$ cat config.mk
export PLATFORM = sky130hd
export DESIGN_NAME = alu_rr_scheduler
export DESIGN_NICKNAME = d
export VERILOG_FILES = /design/src/rtl/alu_rr_scheduler.sv
export SDC_FILE = /design/constraint.sdc
export NUM_CORES = 1
export LEC_CHECK = 0
export ABC_AREA = 1
export BUFFER_PORTS_ARGS = -buffer_cell sky130_fd_sc_hd__buf_4
export CAP_MARGIN = 15
export CORE_MARGIN = 1
export CORE_UTILIZATION = 30
export CTS_CLUSTER_DIAMETER = 200
export DETAILED_ROUTE_END_ITERATION = 6
export SYNTH_ARGS = -nofsm -noshare
export SYNTH_HDL_FRONTEND = slang
export SYNTH_SLANG_ARGS = --single-unit
export TNS_END_PERCENT = 5
$ cat constraint.sdc
create_clock -name clk -period 2.6 [get_ports clk]
set_input_delay 0.13 -clock clk [delete_from_list [all_inputs] [get_ports clk]]
set_output_delay 0.13 -clock clk [all_outputs]
set_load 0.005 [all_outputs]
$ cat src/rtl/alu_rr_scheduler.sv
// Two-requester round-robin front end for one shared registered 8-bit signed ALU; one op per LAT+3 cycles.
// Request ready only in IDLE; response held until rsp_ready. Define ALU_RR_SCHED_STATS_EN for grant counters.
module alu_rr_scheduler #(
  parameter int unsigned LAT = 1,
  parameter int unsigned OPW = 2
) (
  input  logic                clk,
  input  logic                rst,
  input  logic                req0_valid,
  output logic                req0_ready,
  input  logic signed [7:0]   req0_a,
  input  logic signed [7:0]   req0_b,
  input  logic [OPW-1:0]      req0_op,
  input  logic                req1_valid,
  output logic                req1_ready,
  input  logic signed [7:0]   req1_a,
  input  logic signed [7:0]   req1_b,
  input  logic [OPW-1:0]      req1_op,
  output logic                alu_start,
  output logic signed [7:0]   alu_a,
  output logic signed [7:0]   alu_b,
  output logic [OPW-1:0]      alu_op,
  input  logic signed [15:0]  alu_result,
  output logic                rsp_valid,
  input  logic                rsp_ready,
  output logic                rsp_id,
  output logic signed [15:0]  rsp_result,
`ifdef ALU_RR_SCHED_STATS_EN
  output logic                busy,
  output logic [15:0]         grant_cnt0,
  output logic [15:0]         grant_cnt1
`else
  output logic                busy
`endif
);

  typedef enum logic [1:0] {IDLE, ISSUE, WAIT, RESP} state_t;

  localparam int CW = 4;

  state_t        state;
  state_t        state_nxt;
  logic [CW-1:0] wait_cnt;
  logic          last_grant;
  logic          own_id;
  logic          grant_id;
  logic          accept;

  // Contention goes to whoever was not granted last; a lone requester always wins.
  always_comb begin
    grant_id   = req1_valid;
    accept     = 1'b0;
    req0_ready = 1'b0;
    req1_ready = 1'b0;
    if (req0_valid && req1_valid) begin
      grant_id = ~last_grant;
    end
    if (state == IDLE && (req0_valid || req1_valid)) begin
      accept     = 1'b1;
      req0_ready = ~grant_id;
      req1_ready = grant_id;
    end
  end

  always_comb begin
    state_nxt = state;
    alu_start = 1'b0;
    busy      = 1'b1;
    case (state)
      IDLE: begin
        busy = 1'b0;
        if (accept) begin
          state_nxt = ISSUE;
        end
      end
      ISSUE: begin
        alu_start = 1'b1;
        state_nxt = WAIT;
      end
      WAIT: begin
        if (wait_cnt == '0) begin
          state_nxt = RESP;
        end
      end
      RESP: begin
        if (rsp_ready) begin
          state_nxt = IDLE;
        end
      end
      default: state_nxt = IDLE;
    endcase
  end

  always_ff @(posedge clk or posedge rst) begin
    if (rst) begin
      state      <= IDLE;
      wait_cnt   <= '0;
      last_grant <= 1'b1;
      own_id     <= 1'b0;
      alu_a      <= '0;
      alu_b      <= '0;
      alu_op     <= '0;
      rsp_valid  <= 1'b0;
      rsp_id     <= 1'b0;
      rsp_result <= '0;
    end else begin
      state <= state_nxt;
      if (accept) begin
        alu_a      <= grant_id ? req1_a  : req0_a;
        alu_b      <= grant_id ? req1_b  : req0_b;
        alu_op     <= grant_id ? req1_op : req0_op;
        own_id     <= grant_id;
        last_grant <= grant_id;
      end
      // Counter reaches zero on the cycle whose closing edge carries the valid result.
      if (state == ISSUE) begin
        wait_cnt <= CW'(LAT - 1);
      end else if (state == WAIT && wait_cnt != '0) begin
        wait_cnt <= wait_cnt - 4'd1;
      end
      if (state == WAIT && wait_cnt == '0) begin
        rsp_valid  <= 1'b1;
        rsp_id     <= own_id;
        rsp_result <= alu_result;
      end else if (state == RESP && rsp_ready) begin
        rsp_valid <= 1'b0;
      end
    end
  end

`ifdef ALU_RR_SCHED_STATS_EN
  always_ff @(posedge clk or posedge rst) begin
    if (rst) begin
      grant_cnt0 <= '0;
      grant_cnt1 <= '0;
    end else begin
      if (req0_valid && req0_ready) begin
        grant_cnt0 <= grant_cnt0 + 16'd1;
      end
      if (req1_valid && req1_ready) begin
        grant_cnt1 <= grant_cnt1 + 16'd1;
      end
    end
  end
`endif

endmodule

==> impl_metrics.csv, run 1 <==
group,metric,value,unit
clock_tree,ctsHoldBuffers,0,
grt,grt_overflow,0,
pwr,p_sw_share,35.3,%
die,die_area,7230,µm²
clock_tree,root_buffer,"clkbuf_8",
clock_tree,cts_setup_buffers,0,
timing,hold_viol_final,0,
routing,vias,1800,
synthesis,synth-seq-area-share,53.3,%
timing,min_period,2160,ps
critical_path,startpoint_type,"register",
clock_tree,cts_resized,0,
die,fp.dieW,85.1,µm
grt,grt_max_degree,45,
timing,rsz0062_at_grt,"false",
pwr,p_sw,1160,µW
layout,final_core_util,45.5,%
synthesis,synth_fp_nets,303,
synthesis,synthCells,239,
synthesis,avgSynthCellArea,8.66,µm²
synthesis,synth_seq_cells,44,
timing,tns,0,ps
layout,areaGrowthSynthToFinish,42.8,%
routing,drcViolationCount,0,
pwr,seqPwrFrac,37.1,%
place,routabilityCongestion,0.767,
worst_hold_path,min-delay-path-class,"input pin to asynchronous set/reset pin",
critical_path,reg2regPathDepth,5,
die,coreArea,6490,µm²
routing,postRouteWirelength,4700,µm
layout,drive_gt1_share,37.8,%
synthesis,synth_top_area_cell,"dfrtp_1",
pwr,pwr-share-clk,16.9,%
timing,fin_crit_sh,83.1,%
place,dp_hpwl,3460,µm
layout,diodes,0,
timing,hold_ws,45.3,ps
critical_path,critPathKind,"register to primary output",
critical_path,critPathCaptureType,"primary output",
routing,drt_iter0_drc,70,
pwr,p_leak,0.00162,µW
synthesis,synth_area_leaders,"dfrtp_1 52%, nand2_1 17%, nand3_1 6.0%, o21ai_2 5.5%, inv_1 5.1%",
grt,grt_first_pass_wirelength,7610,µm
routing,first_pass_iters,4,
pwr,vdd_drop_max,0.000349,V
clock_tree,clkSinkCount,44,
pwr,power.density,1110,nW/µm²
critical_path,required,2470,ps
die,die_h,85.1,µm
run,drv_cap,0,
grt,gr-usage-all-layers,13.1,%
timing,final_max_slew_viol_count,0,
synthesis,ys.flop_type,"dfrtp_1",
layout,finalNetCount,399,
clock_tree,htree_levels,2,
timing,max_clock_freq,463,MHz
synthesis,synth_warnings,0,
synthesis,synth.most_common_cell,"nand2_1",
critical_path,reg2reg_setup_slack,750,ps
routing,vias_per_cell,4.36,
synthesis,synth_cell_type_count,21,
critical_path,critical_path_peak_fanout,21,
grt,antenna_found_initial,0,
die,ioPinCount,97,
synthesis,synth_top_area_share,52.0,%
timing,relSlewSlack,39.1,%
status,status,"finished clean",
clock_tree,clock_latency,280,ps
die,rows,29,
timing,skew,1.76,ps
synthesis,syn_area,2070,µm²
grt,grt_pass1_vias,1687,
pwr,p_int,2130,µW
routing,antenna_left,0,
critical_path,timing.rr.end,"rsp_result[8]",
clock_tree,clkTransAtPathRegs,80,ps
clock_tree,cts_tree,"built",
critical_path,worst_r2r_startpoint,"state[0]",
timing,worstMarginPinSlew,913,ps
timing,setup_violations,0,
synthesis,async_flop_share,100,%
routing,wl_per_cell,11.4,µm
synthesis,synth-edff-count,0,
place,io_buffers,96,
die,start_util,31.9,%
clock_tree,cts.path.max_buffers,2,
critical_path,arrival,2030,ps
pwr,combPwrFrac,46.0,%
clock_tree,numCtsBuffers,5,
synthesis,yosys-top-cells-count,"91 x nand2_1, 43 x dfrtp_1, 28 x inv_1",
-- placed cells by master (no fill, tap or decap) --
cell type and n:
a21oi_1 2, dfstp_2 1, nor2_1 5, or2_2 1, inv_2 2, nand4_1 1
o21ai_2 13, bufinv_16 1, nand3_1 25, clkbuf_8 7, buf_4 97, nor2_2 1
o21ai_0 2, dfrtp_1 43, nand3_2 1, nand2_2 2, nand2_1 91, nor2_4 1
xor2_1 1, o21ai_1 5, ha_1 7, inv_1 27
-- worst max-delay path, cell delays in order, from the launching register on --
cell     delay (ps)
dfrtp_1         420
inv_1           120
ha_1            220
o21ai_2         280
nor2_4          500
buf_4           200
-- how the worst max path moves through the flow --
stage             start    endpoint  slack [ps]
2_1_floorplan  state[0]    alu_a[7]        1320
3_3_place_gp   state[1]  req0_ready         730
3_5_place_dp   state[1]  req0_ready         710
4_1_cts        state[1]  req0_ready         380
5_1_grt        state[1]  req0_ready         230
6_report       state[1]  req0_ready         440
-- stage by stage --
| step | cells | total power [µW] | area [µm²] | setup slack, ps |
|---|---|---|---|---|
| floorplan | 239 | 2100 | 2070 | 1320 |
| global placement | 405 | 2740 | 2830 | 733 |
| detailed placement | 405 | 2770 | 2830 | 713 |
| CTS | 413 | 3350 | 2960 | 384 |
| global route | 413 | 3590 | 2960 | 231 |
| finish | 413 | 3290 | 2960 | 440 |
-- sequential cells by signal (all words and copies together), names as in the netlist --
name        count
rsp_valid       1
wait_cnt        4
alu_a           8
alu_b           8
rsp_result     16
alu_op          2
rsp_id          1
state           2
own_id          1
last_grant      1
-- cell type report --
type                    count  area, µm²
fillers                   647       3540
well taps                  77       96.3
repair buffers             97        728
multi-input cells         158        793
clock inverters             1       30.0
clock buffers               7       96.3
flip-flops and latches     44       1100
inverters                  29        109
-- power by group through the flow --
stage	Clock [µW]	Combinational (µW)	Sequential (µW)
2_1_floorplan	0	867	1230
3_3_place_gp	0	1510	1220
3_5_place_dp	0	1550	1230
4_1_cts	580	1550	1220
5_1_grt	609	1720	1260
6_report	556	1510	1220
-- layer usage --
layer | GRT usage (%) | share of wire (%) | vias to the layer above
li1 | - | - | 933
met1 | 16.1 | 44 | 815
met2 | 22.7 | 50 | 50
met3 | 3.50 | 5.9 | 2
met4 | 3.70 | 0.40 | 0
met5 | 0 | 0 | -
-- cell families after synthesis --
logic type,after synthesis,synth area share [%]
DFF,44,53.3
AOI/OAI and AO/OA,22,7.68
adders and majority gates,7,4.23
buffers and inverters,37,8.40
and+or+nand+nor,128,26.0
xor gates and xnor gates,1,0.423
Power figures use the tool's default switching activity.
==> inputs of run 2 (changes only) <==
Clock period 2.6 ns to 1.8 ns, I/O delays scaled along.
==> run 2 against run 1 <==
  * Cell area rose by 3.7%
  * Sequential share of layout area decreased by 1.3 points
  * Critical path depth up 1
  * Non-clock buffer count rose by 15
  * Clock power is 6.7% higher
  * Utilization increased by 1.7 points
  * Largest power group unchanged
  * Total power grew 41%
  * Die area unchanged
  * Clock-buffer cell count unchanged
==> impl_metrics.csv, run 2 (synthesis results as in run 1) <==
group,metric,value,unit
status,status,"finished clean",
place,routabilityCongestion,0.739,
grt,grt_max_degree,36,
timing,max_clock_freq,602,MHz
grt,grt.met2_usage,23.3,%
worst_hold_path,min-delay-path-class,"input pin to register",
critical_path,critPathMaxStageDelay,410,ps
layout,layout_commonest_cell,"buf_4",
run,drv_cap,0,
routing,first_pass_iters,4,
grt,grt_first_pass_wirelength,7950,µm
clock_tree,root_buffer,"clkbuf_8",
critical_path,slowest_stage,"dfrtp_1",
timing,setup_violations,0,
pwr,combPwrFrac,49.5,%
clock_tree,numCtsBuffers,5,
layout,top_regs,"rsp_result x16, alu_a x8, alu_b x8",
die,fp.dieW,85.1,µm
pwr,p_int,2930,µW
die,die_h,85.1,µm
layout,finalNetCount,414,
clock_tree,clock_latency,290,ps
place,io_buffers,96,
routing,drcViolationCount,0,
routing,vias_per_cell,4.49,
timing,rsz0062_at_grt,"false",
timing,hold_viol_final,0,
layout,seq_area,1100,µm²
place,placed_cell_area,2880,µm²
layout,areaGrowthSynthToFinish,48.1,%
die,ioPinCount,97,
die,coreArea,6490,µm²
critical_path,required,1710,ps
timing,min_period,1660,ps
pwr,vdd_drop_max,0.000650,V
timing,final_max_slew_viol_count,0,
grt,grt_pass1_vias,1717,
pwr,p_leak,0.00167,µW
die,die_area,7230,µm²
critical_path,reg2regPathDepth,7,
routing,drt_iter0_drc,76,
timing,skew,6.13,ps
grt,met3_usage,3.31,%
grt,antenna_found_initial,0,
place,dp_hpwl,3550,µm
critical_path,cp.depth,6,
critical_path,arrival,1570,ps
critical_path,critPathCaptureType,"primary output",
clock_tree,clkSinkCount,44,
layout,multi_input_area,796,µm²
pwr,p_sw_share,36.8,%
clock_tree,clkTransAtPathRegs,80,ps
grt,grt_overflow,0,
critical_path,worst_r2r_startpoint,"state[0]",
routing,wl_per_cell,11.6,µm
timing,tns,0,ps
pwr,p_sw,1710,µW
pwr,pwr-share-clk,12.8,%
critical_path,crit_family,"buffers and inverters",
critical_path,startpoint,"state[0]",
grt,grt.busiest_layer,"met2",
layout,diodes,0,
clock_tree,cts.path.max_buffers,2,
critical_path,crit_top_cell,"inv_1",
timing,worstMarginPinSlew,492,ps
worst_hold_path,hp-start,"req0_b[6]",
critical_path,crit_chain,"inv_1 > ha_1 > inv_1 > nor2_2 > buf_6 > buf_4",
routing,vias,1922,
layout,final_cell_mix,"101 x buf_4, 91 x nand2_1, 43 x dfrtp_1",
critical_path,critPathKind,"register to primary output",
die,start_util,31.9,%
critical_path,critical_path_peak_fanout,14,
pwr,power.density,1510,nW/µm²
grt,use_met1,17.5,%
clock_tree,htree_levels,2,
layout,n_fill_cell,636,
grt,gr-usage-all-layers,13.7,%
critical_path,startpoint_type,"register",
clock_tree,cts_tree,"built",
routing,antenna_left,0,
pwr,seqPwrFrac,37.8,%
critical_path,critPathBufInv,4,
layout,post-route-cell-area,3060,µm²
layout,largest_reg_flops,16,
routing,postRouteWirelength,4950,µm
die,rows,29,
timing,fin_crit_sh,92.2,%
layout,top_register,"rsp_result",
layout,drive_gt1_share,37.6,%
worst_hold_path,whs_path_depth,3,
timing,relSlewSlack,67.1,%
-- run 2: changes by cell type in the layout (fill, tap and decap cells not counted), sizes merged --
| cell | previous run | this run |
|---|---|---|
| buf | 97 | 103 |
| bufinv | 1 | 0 |
| dlygate4sd3 | 0 | 9 |
| clkinv | 0 | 1 |
-- run 2: path summary, 6_finish.rpt --
| path | to | slack (ps) |
|---|---|---|
| min in group asynchronous | rsp_result[13] | 390 |
| max in group asynchronous | alu_op[0] | 800 |
| min | alu_b[6] | 7 |
| min reg2reg | last_grant | 470 |
| max | req1_ready | 140 |
| max reg2reg | alu_a[3] | 400 |
-- run 2: what timing repair did --
item | in CTS | in global routing
hold endpoints to repair | 26 | 2
gates resized for setup | 0 | 2
endpoints found under the setup margin | 1 | 1
hold buffers | 7 | 2
buffers inserted | 1 | 0
pin swaps | 1 | 0
-- run 2: worst min-delay path, delay by kind of cell --
kind	cells	cell delay (ps)
AND/OR/NAND/NOR	2	100
buffers and inverters	1	80
-- run 2: cell type report --
cell class                      instances  share of cell area, %
Clock buffer                            7                   2.49
Clock inverter                          1                  0.163
Inverter                               29                   3.55
Multi-Input combinational cell        158                   26.0
Sequential cell                        44                   36.0
Tap cell                               77                   3.14
Timing Repair Buffer                  112                   28.7
-- run 2: power groups by stage --
stage	Clock, µW	Sequential, µW	Combinational (µW)
floorplan	0	1780	1250
global placement	0	1770	2250
detailed placement	0	1770	2290
CTS	622	1750	2320
global route	661	1800	2590
finish	593	1750	2290
-- run 2: metal layers --
| layer | part of all wire (%) | vias to the layer above | routed length (µm) |
|---|---|---|---|
| met5 | 0 | - | 0 |
| met4 | 0.59 | 0 | 29 |
| met3 | 5.4 | 4 | 266 |
| met2 | 50 | 64 | 2490 |
| met1 | 44 | 898 | 2160 |
| li1 | - | 956 | - |
-- run 2: per-stage QoR --
step / worst slack (ps) / power, µW / instances / utilization (%) / hold WS (ps)
3_5_place_dp: 283 / 4060 / 410 / 44.3 / 165
4_1_cts: 73.2 / 4700 / 426 / 46.8 / 0.730
6_report: 140 / 4640 / 428 / 47.2 / 6.96
2_1_floorplan: 522 / 3030 / 239 / - / 204
5_1_grt: 32.7 / 5050 / 428 / 47.2 / 1.31
3_3_place_gp: 314 / 4010 / 410 / 44.3 / 161
